==> src/rtl/frame_config_loader.sv <==
// rtl/frame_config_loader.sv - frame configuration loader driving FrameData and FrameStrobe
// Optional FRAME_CHECK_EN: each frame ends with an XOR check word that gates the strobe.
module frame_config_loader #(
  parameter int NumberOfRows    = 8,
  parameter int NumberOfCols    = 8,
  parameter int FrameBitsPerRow = 32,
  parameter int MaxFramesPerCol = 20
) (
  input  logic                                      CLK,
  input  logic                                      reset,
  input  logic [31:0]                               cfg_data,
  input  logic                                      cfg_valid,
  output logic                                      cfg_ready,
  output logic [NumberOfRows*FrameBitsPerRow-1:0]   FrameData,
  output logic [NumberOfCols*MaxFramesPerCol-1:0]   FrameStrobe,
  output logic                                      busy,
  output logic                                      frame_done,
  output logic                                      cfg_error
);

  localparam logic [31:0] SYNC   = 32'hFAB0_FAB1;
  localparam logic [31:0] DESYNC = 32'hFAB0_FAB0;
  localparam int SW = NumberOfCols * MaxFramesPerCol;
  localparam int IW = (SW > 1) ? $clog2(SW) : 1;
  localparam int CW = (NumberOfCols > 1) ? $clog2(NumberOfCols) : 1;
  localparam int FW = (MaxFramesPerCol > 1) ? $clog2(MaxFramesPerCol) : 1;
  localparam int RW = (NumberOfRows > 1) ? $clog2(NumberOfRows) : 1;

  typedef enum logic [2:0] {
    S_IDLE,
    S_ADDR,
    S_DATA,
`ifdef FRAME_CHECK_EN
    S_CHECK,
`endif
    S_STROBE
  } state_t;

  state_t r_state;
  state_t w_next;

  logic                                    r_started;
  logic [CW-1:0]                           r_col;
  logic [FW-1:0]                           r_frame;
  logic [RW-1:0]                           r_row;
  logic [NumberOfRows*FrameBitsPerRow-1:0] r_frame_data;
  logic [SW-1:0]                           r_strobe;
  logic                                    r_done;
  logic                                    r_err;
`ifdef FRAME_CHECK_EN
  logic [31:0]                             r_xor;
  logic                                    w_check_ok;
`endif

  logic          w_xfer;
  logic          w_addr_ok;
  logic          w_last;
  logic [IW-1:0] w_idx;

  assign w_xfer    = cfg_valid && cfg_ready;
  assign w_addr_ok = ({24'b0, cfg_data[31:24]} < 32'(NumberOfCols)) &&
                     ({24'b0, cfg_data[23:16]} < 32'(MaxFramesPerCol));
  assign w_last    = (r_row == RW'(NumberOfRows - 1));
  assign w_idx     = IW'(r_col) * IW'(MaxFramesPerCol) + IW'(r_frame);
`ifdef FRAME_CHECK_EN
  assign w_check_ok = (cfg_data == r_xor);
`endif

  always_ff @(posedge CLK) begin
    if (reset) r_state <= S_IDLE;
    else       r_state <= w_next;
  end

  always_comb begin
    w_next = r_state;
    case (r_state)
      S_IDLE: if (w_xfer && cfg_data == SYNC) w_next = S_ADDR;
      S_ADDR: begin
        if (w_xfer) begin
          if (cfg_data == DESYNC || !w_addr_ok) w_next = S_IDLE;
          else                                  w_next = S_DATA;
        end
      end
      S_DATA: begin
`ifdef FRAME_CHECK_EN
        if (w_xfer && w_last) w_next = S_CHECK;
`else
        if (w_xfer && w_last) w_next = S_STROBE;
`endif
      end
`ifdef FRAME_CHECK_EN
      S_CHECK: if (w_xfer) w_next = w_check_ok ? S_STROBE : S_ADDR;
`endif
      S_STROBE: w_next = S_ADDR;
      default:  w_next = S_IDLE;
    endcase
  end

  // r_started keeps cfg_ready low while reset is held even though the state is IDLE
  always_comb begin
    busy      = (r_state != S_IDLE);
    cfg_ready = r_started && (r_state != S_STROBE);
  end

  always_ff @(posedge CLK) begin
    if (reset) begin
      r_started    <= 1'b0;
      r_col        <= '0;
      r_frame      <= '0;
      r_row        <= '0;
      r_frame_data <= '0;
      r_strobe     <= '0;
      r_done       <= 1'b0;
      r_err        <= 1'b0;
`ifdef FRAME_CHECK_EN
      r_xor        <= '0;
`endif
    end else begin
      r_started <= 1'b1;
      r_strobe  <= '0;
      r_done    <= 1'b0;
      case (r_state)
        S_IDLE: if (w_xfer && cfg_data == SYNC) r_err <= 1'b0;
        S_ADDR: begin
          if (w_xfer && cfg_data != DESYNC) begin
            if (!w_addr_ok) begin
              r_err <= 1'b1;
            end else begin
              r_col   <= cfg_data[24 +: CW];
              r_frame <= cfg_data[16 +: FW];
              r_row   <= '0;
`ifdef FRAME_CHECK_EN
              r_xor   <= '0;
`endif
            end
          end
        end
        S_DATA: begin
          if (w_xfer) begin
            r_frame_data[r_row*FrameBitsPerRow +: FrameBitsPerRow] <= cfg_data;
            r_row <= r_row + RW'(1);
`ifdef FRAME_CHECK_EN
            r_xor <= r_xor ^ cfg_data;
`else
            if (w_last) begin
              r_strobe <= SW'(1) << w_idx;
              r_done   <= 1'b1;
            end
`endif
          end
        end
`ifdef FRAME_CHECK_EN
        S_CHECK: begin
          if (w_xfer) begin
            if (w_check_ok) begin
              r_strobe <= SW'(1) << w_idx;
              r_done   <= 1'b1;
            end else begin
              r_err <= 1'b1;
            end
          end
        end
`endif
        default: ;
      endcase
    end
  end

  assign FrameData   = r_frame_data;
  assign FrameStrobe = r_strobe;
  assign frame_done  = r_done;
  assign cfg_error   = r_err;

endmodule

==> config.mk <==
export PLATFORM = sky130hd
export DESIGN_NAME = frame_config_loader
export DESIGN_NICKNAME = d
export VERILOG_FILES = /design/src/rtl/frame_config_loader.sv
export SDC_FILE = /design/constraint.sdc
export NUM_CORES = 1
export LEC_CHECK = 0
export CAP_MARGIN = 20
export CORE_UTILIZATION = 50
export CTS_CLUSTER_SIZE = 20
export DETAILED_ROUTE_END_ITERATION = 16
export PLACE_DENSITY = 0.81
export SLEW_MARGIN = 10
export SYNTH_ARGS = -nofsm -noshare
export SYNTH_HDL_FRONTEND = slang
export SYNTH_SLANG_ARGS = --single-unit
==> constraint.sdc <==
create_clock -name CLK -period 4.19 [get_ports CLK]
set_input_delay 0.6285 -clock CLK [delete_from_list [all_inputs] [get_ports CLK]]
set_output_delay 0.6285 -clock CLK [all_outputs]
set_load 0.05 [all_outputs]
==> run summary, run 1 <==
### Route
* **drt pass-1 iters** 6
* **post-route ant nets** 0
* **total via count after detailed routing** 14200
* **Total Routed Length** 54200 µm
* **routed length per placed instance** 21.8 µm
* **detailed-route DRC error count** 0
* **Initial DRC Count** 1317
* **routed vias/inst** 5.69

### Clock network
* **library cell used as clock root buffer** sky130_fd_sc_hd__clkbuf_16
* **clock edge transition at the registers on the reported setup and hold paths** 70 ps
* **cts hold-fix bufs** 0
* **Setup Fix Bufs, Post-CTS** 0
* **maximum count of clock buffers along a single path** 3
* **maximum level of the CTS H-tree** 2
* **clock latency on the worst-skew pair** 540 ps
* **number of buffers inserted during clock tree synthesis** 42
* **CTS tree** yes
* **number of cells upsized or downsized after cts** 0
* **TritonCTS Sinks** 432

### Timing
* **crit share post-route** 0.717
* **final setup vio count** 0
* **clock period minus worst slack** 3000 ps
* **Hold WS** 454 ps
* **setup repair after global routing missed its margin** false
* **transition at the pin with the smallest max-transition slack** 1020 ps
* **hold violation count in the final report** 0
* **worst setup skew after layout** 16.1 ps
* **Sum Neg Setup Slack** 0 ps
* **Max Fclk** 333 MHz
* **number of slew-limit violations in the final report** 0
* **headroom to the max-slew limit** 0.318

### Global routing
* **vias in the first global route** 13700
* **number of antenna violations at the first check in global routing** 1
* **wire length of the first global-routing pass** 81000 µm
* **overflow left after global routing** 0
* **GRT Resource Usage Total** 0.338
* **maximum number of pins on one net before global-route repair** 226

### Synthesis
* **number of warnings printed during yosys synthesis** 0
* **commonest cells in the netlist** 432 x sky130_fd_sc_hd__dfxtp_1, 286 x sky130_fd_sc_hd__a21oi_1, 278 x sky130_fd_sc_hd__nand2_1, 197 x sky130_fd_sc_hd__nand3_1, 89 x sky130_fd_sc_hd__clkbuf_1
* **Async SR Flop Fraction** 0
* **cell type with the highest aggregate area in the netlist** sky130_fd_sc_hd__dfxtp_1
* **Syn Std Cell Area** 15300 µm²
* **total of flip-flops plus latches after synthesis** 432
* **most frequent cell after synthesis** sky130_fd_sc_hd__dfxtp_1
* **total nets after synthesis** 1746
* **Post-Synthesis Mean Instance Area** 9.03 µm²
* **Synth top area share** 0.564
* **top cells by area, synth** sky130_fd_sc_hd__dfxtp_1 56%, sky130_fd_sc_hd__a21oi_1 9.3%, sky130_fd_sc_hd__nand2_1 6.8%, sky130_fd_sc_hd__nand3_1 6.4%, sky130_fd_sc_hd__mux2i_1 2.7%
* **Cell variety after synth** 59
* **number of enable-type register cells in the synthesized netlist** 0
* **sequential element share of the synthesized area** 0.564
* **most common flop cell mapped by yosys** sky130_fd_sc_hd__dfxtp_1
* **post-synthesis cell count** 1698

### Die
* **effective utilization at floorplan** 0.513
* **Rows** 63
* **die boundary width** 177 µm
* **Die Outline Area** 31400 µm²
* **Die Ht** 177 µm
* **Core Footprint** 29900 µm²
* **# IOs** 455

### Finish
* **fraction of layout cells with a size suffix above 1** 0.0848
* **Layout Cells excl Fill** 2490
* **area added between synthesis and finish** 39.3%
* **Finished Cell Area** 21400 µm²
* **layout filler cell count** 2201
* **final net count** 2118

### Worst setup path
* **Critical Path End Type** flip-flop
* **ordered list of cells on the worst path** inv_1, ha_1, ha_1, nand2b_1, or4b_1, buf_16, nand2_1, a21oi_1
* **crit-path leading delay family** simple AND/OR/NAND/NOR gates
* **reg2reg path depth** 8
* **largest stage delay on the critical path** 800 ps
* **launching element type of the critical path** flip-flop
* **critical path class** reg -> reg
* **slowest stage cell, crit path** sky130_fd_sc_hd__or4b_1
* **Buf/Inv on CP** 2
* **worst endpoint data arrival time** 3370 ps
* **capture point of the worst reg-to-reg path** FrameData[138]
* **Crit path required time** 4550 ps
* **worst r2r src** r_row[0]
* **biggest fanout along the worst timing path** 22
* **reg2reg setup slack** 1190 ps
* **cell seen most often among critical-path stages** sky130_fd_sc_hd__ha_1

### Power and ir drop
* **switching power summed over all nets** 0.00174 W
* **cell internal power dissipation** 0.00636 W
* **clock share of power** 0.469
* **leakage power summed over all cells** 7.42 nW
* **share of total power consumed by net switching** 0.215
* **part of the total power dissipated in sequential elements** 0.507
* **Pwr Density** 379 nW/µm²
* **worst ir drop on vdd** 296 µV
* **power share of the combinational group** 0.024

### Hold path
* **WHS Endpoint** FrameData[61]
* **Hold Path Origin** FrameData[61]
* **min-delay worst type** reg -> reg
* **Hold Path Depth** 2

### Placed design
* **total instance count after detailed placement** 2414
* **placed wire-length estimate after detailed placement** 35900 µm
* **IO buf count** 454
* **Post-Place Cell Area** 19900 µm²
* **RePlAce Congestion** 0.860

### Job
* **max-cap check violation count** 0

### Status
* **run status** finished clean

layer usage:
metal,GRT usage,part of all wire,up-vias,wire length [µm]
li1,-,-,6509,-
met1,0.381,0.36,6680,19600
met2,0.574,0.48,825,26300
met3,0.101,0.10,161,5590
met4,0.173,0.052,0,2800
met5,0,0,-,0
power by group through the flow:
stage	logic, W	clock network [W]	registers [W]
6_report	0.000192	0.00380	0.00411
2_1_floorplan	0.0000815	0	0.00420
4_1_cts	0.000188	0.00383	0.00411
3_3_place_gp	0.000186	0	0.00420
5_1_grt	0.000196	0.00400	0.00410
3_5_place_dp	0.000187	0	0.00420
worst max-delay path by stage:
stage,start,end,slack [ps],cells past startpoint
6_report,r_row[0],FrameData[138],1190,8
5_1_grt,r_row[0],FrameStrobe[114],1010,6
4_1_cts,r_row[0],FrameData[144],1050,7
3_5_place_dp,r_row[0],FrameData[144],1050,7
3_3_place_gp,cfg_valid,FrameData[134],1190,5
2_1_floorplan,r_row[0],FrameData[130],1900,10
cell type report:
class | instances | area [µm²] | share of cell area
diodes | 1 | 2.50 | 0.000117
clock buffers | 56 | 1240 | 0.0579
clock inverters | 17 | 153 | 0.00714
inverters | 11 | 41.3 | 0.00193
multi-input cells | 1075 | 5800 | 0.271
flip-flops and latches | 432 | 8650 | 0.405
well taps | 390 | 488 | 0.0228
repair buffers | 508 | 5000 | 0.234
layout by cell type (no fill, tap or decap), drive strengths merged, types with 3 or more instances in the layout:
| master | n |
|---|---|
| nor4b | 4 |
| nand4b | 3 |
| nand4 | 24 |
| dfxtp | 432 |
| nand2b | 6 |
| buf | 54 |
| nor2 | 55 |
| o21ai | 3 |
| nand3 | 197 |
| mux2i | 41 |
| and2 | 3 |
| nor3 | 67 |
| clkinvlp | 3 |
| clkdlybuf4s50 | 453 |
| nand2 | 278 |
| nor2b | 3 |
| a21oi | 324 |
| or4b | 3 |
| and4 | 7 |
| clkbuf | 57 |
| nor4 | 9 |
| clkinv | 11 |
| a21o | 3 |
| inv | 12 |
| ha | 12 |
| nand3b | 4 |
kinds of logic (layout without fill, tap and decap cells):
family | count (synthesis) | after routing | synth area share
fa+ha+maj | 13 | 13 | 0.0111
buf+inv | 191 | 592 | 0.0628
xor+xnor | 3 | 3 | 0.00171
other cells | 0 | 1 | 0
flops | 432 | 432 | 0.564
compound gates | 344 | 344 | 0.127
simple gates | 674 | 674 | 0.207
mux | 41 | 41 | 0.0268
flip-flops by register name (all words and copies together), names as in the netlist:
register and flops:
FrameData 256, FrameStrobe 160, cfg_error 1, frame_done 1
r_col 3, r_frame 5, r_row 3, r_started 1
r_state 2
through the flow:
step / total power, W / utilization / worst slack [ps]
after global placement: 0.00439 / 0.667 / 1190
after floorplan: 0.00428 / - / 1900
final: 0.00810 / 0.715 / 1190
after CTS: 0.00813 / 0.714 / 1050
after global routing: 0.00830 / 0.715 / 1010
after detailed placement: 0.00439 / 0.667 / 1050
tightest hold or removal path: cells and delay by family, from the launching register on:
| kind | cells | cell delay, ps |
|---|---|---|
| DFF | 1 | 310 |
| AOI/OAI and AO/OA | 1 | 50 |
| and+or+nand+nor | 1 | 50 |
Power figures use the tool's default switching activity.
==> inputs of run 2 (changes only) <==
- CORE_UTILIZATION: 50 -> 43
- PLACE_DENSITY: 0.81 -> 0.74
- clock period: 4.19 -> 2.71 ns (I/O delays scaled with it)
==> run 2 against run 1 <==
- first-iteration DRC count down 14%
- cell count rose by 4.1%
- hold slack got worse by 300 ps
- global-route usage shrank 3.7 points
- critical endpoint is now FrameStrobe[1]
- clock skew is 3.0 ps higher
- largest power group unchanged
- sequential cell count unchanged
- wire length up 3.4%
- total power up 56%
- maximum frequency grew 17%
- non-clock buffer count rose by 35
==> run summary, run 2 (same netlist as run 1, synthesis figures left out) <==
### Timing
* **headroom to the max-slew limit** 0.374, +0.0562
* **hold violation count in the final report** 0, unchanged
* **crit share post-route** 0.948, +0.232
* **Hold WS** 149 ps, -305 ps
* **Max Fclk** 389 MHz, +17%
* **clock period minus worst slack** 2570 ps, -433 ps
* **number of slew-limit violations in the final report** 0, unchanged
* **transition at the pin with the smallest max-transition slack** 939 ps, -84.3 ps
* **worst setup skew after layout** 19.2 ps, +3.05 ps
* **final setup vio count** 0, unchanged
* **setup repair after global routing missed its margin** true
* **Sum Neg Setup Slack** 0 ps, unchanged

### Placed design
* **RePlAce Congestion** 0.903, +5.0%
* **placed wire-length estimate after detailed placement** 38800 µm, +8.0%
* **IO buf count** 454, unchanged
* **total instance count after detailed placement** 2515, +4.2%

### Global routing
* **GRT Resource Usage Total** 0.301, -0.0370
* **overflow left after global routing** 0, unchanged
* **number of antenna violations at the first check in global routing** 0, -1
* **maximum number of pins on one net before global-route repair** 110, -51%
* **wire length of the first global-routing pass** 82700 µm, +2.0%
* **vias in the first global route** 13400, -2.3%

### Finish
* **fraction of layout cells with a size suffix above 1** 0.100, +0.0154
* **Layout Cells excl Fill** 2591, +4.1%
* **number of flip-flops under the largest register name** 256, unchanged
* **highest-count cells in the layout ignoring fill and taps** 453 x sky130_fd_sc_hd__clkdlybuf4s50_1, 432 x sky130_fd_sc_hd__dfxtp_1, 286 x sky130_fd_sc_hd__a21oi_1, 278 x sky130_fd_sc_hd__nand2_1, 197 x sky130_fd_sc_hd__nand3_1
* **most common cell after layout, fill and taps aside** sky130_fd_sc_hd__clkdlybuf4s50_1
* **area added between synthesis and finish** 42.3%
* **final net count** 2154, +1.7%
* **layout filler cell count** 2828, +28%
* **number of inserted diodes** 0, -1
* **multi-input gate area in the final layout** 5800 µm², about the same
* **combined flip-flop and latch cell area** 8650 µm², unchanged

### Worst setup path
* **biggest fanout along the worst timing path** 32, +45%
* **ordered list of cells on the worst path** ha_1, ha_1, and2b_1, nor2_1, or4b_2, buf_12, a21oi_1
* **launching element type of the critical path** flip-flop
* **slowest stage cell, crit path** sky130_fd_sc_hd__or4b_2
* **Crit path required time** 3200 ps, -1350 ps
* **critical path class** reg -> reg
* **worst endpoint data arrival time** 3060 ps, -310 ps
* **largest stage delay on the critical path** 680 ps, -120 ps
* **cell seen most often among critical-path stages** sky130_fd_sc_hd__ha_1
* **Critical Path End Type** flip-flop

### Power and ir drop
* **clock share of power** 0.474, +0.005
* **cell internal power dissipation** 0.00992 W, +56%
* **power share of the combinational group** 0.024, about the same
* **Pwr Density** 580 nW/µm², +53%
* **switching power summed over all nets** 0.00273 W, +57%
* **share of total power consumed by net switching** 0.216, +0.00155
* **worst ir drop on vdd** 491 µV, +66%
* **leakage power summed over all cells** 7.61 nW, +2.6%
* **part of the total power dissipated in sequential elements** 0.502, -0.005

### Die
* **Die Ht** 191 µm, +7.7%
* **effective utilization at floorplan** 0.441, -0.0726
* **Core Footprint** 34800 µm², +16%
* **# IOs** 455, unchanged
* **die boundary width** 191 µm, +7.7%
* **Die Outline Area** 36400 µm², +16%
* **Rows** 68, +7.9%

### Route
* **Total Routed Length** 56100 µm, +3.4%
* **drt pass-1 iters** 5, -1
* **total via count after detailed routing** 14200, +0.099%
* **Initial DRC Count** 1139, -14%
* **post-route ant nets** 0, unchanged
* **routed vias/inst** 5.48, -3.8%
* **detailed-route DRC error count** 0, unchanged
* **routed length per placed instance** 21.6 µm, -0.66%

### Clock network
* **number of buffers inserted during clock tree synthesis** 43, +2.4%
* **CTS tree** yes
* **maximum count of clock buffers along a single path** 3, unchanged
* **maximum level of the CTS H-tree** 2, unchanged
* **clock edge transition at the registers on the reported setup and hold paths** 60 ps, about the same
* **library cell used as clock root buffer** sky130_fd_sc_hd__clkbuf_16
* **clock latency on the worst-skew pair** 570 ps, +30 ps
* **TritonCTS Sinks** 432, unchanged
* **Setup Fix Bufs, Post-CTS** 0, unchanged

### Hold path
* **min-delay worst type** in -> reg

### Job
* **max-cap check violation count** 0, unchanged

### Status
* **run status** finished clean

[run 2: changes by cell type in the layout (fill, tap and decap cells not counted), moves of 2 or more]
| cell | change |
|---|---|
| sky130_fd_sc_hd__clkbuf_1 | +3 |
| sky130_fd_sc_hd__buf_4 | +28 |
| sky130_fd_sc_hd__buf_12 | +7 |
| sky130_fd_sc_hd__clkinv_2 | -5 |
| sky130_fd_sc_hd__clkbuf_8 | +2 |
[run 2: per-stage QoR]
step,worst slack (ps),util,instance area [µm²],total power [W]
4_1_cts,111,0.626,21800,0.0127
2_1_floorplan,418,-,15300,0.00662
5_1_grt,-34.2,0.627,21800,0.0130
3_3_place_gp,227,0.586,20400,0.00679
6_report,140,0.627,21800,0.0127
3_5_place_dp,114,0.586,20400,0.00679
[run 2: timing repair]
item / in CTS / in global routing
endpoints found under the setup margin: 0 / 16
hold buffers: 0 / 0
resized for setup: 0 / 2
[run 2: cell type report]
type,count,share of cell area
clock buffer,61,0.0585
multi-input combinational,1075,0.266
sequential,432,0.396
clock inverter,14,0.00648
timing repair buffer,543,0.245
inverter,11,0.00189
tap,455,0.0261
[run 2: power by group through the flow]
| stage | sequential [W] | clock (W) | combinational [W] |
|---|---|---|---|
| floorplan | 0.00649 | 0 | 0.000126 |
| global placement | 0.00649 | 0 | 0.000300 |
| detailed placement | 0.00649 | 0 | 0.000301 |
| CTS | 0.00635 | 0.00607 | 0.000302 |
| global route | 0.00635 | 0.00634 | 0.000319 |
| finish | 0.00635 | 0.00599 | 0.000309 |
[run 2: worst paths after layout]
check | from | cells past startpoint | end | slack (ps)
setup / recovery | r_col[0] | 7 | FrameStrobe[1] | 140
hold / removal | reset | 2 | FrameData[98] | 150
setup reg to reg | r_col[0] | 7 | FrameStrobe[1] | 140
hold reg to reg | FrameData[45] | 2 | FrameData[45] | 450
[run 2: critical path, delay by kind of cell (launching register included)]
family                     cells  cell delay [ps]
and+or+nand+nor                3              950
adders and majority gates      2              800
DFF                            1              330
buffers and inverters          1              230
AOI/OAI and AO/OA              1              180
[run 2: layer usage]
| metal | share of wire | GRT usage | vias up |
|---|---|---|---|
| met2 | 0.50 | 0.521 | 706 |
| met4 | 0.040 | 0.136 | 0 |
| met3 | 0.094 | 0.0756 | 123 |
| met5 | 0 | 0 | - |
| met1 | 0.37 | 0.346 | 6765 |
| li1 | - | - | 6595 |
==> inputs of run 3 (changes only) <==
- ABC_CLOCK_PERIOD_IN_PS: not set -> 2710
==> results of run 3 <==
Same layout as run 2: the final DEF is identical, and so are final timing and power.
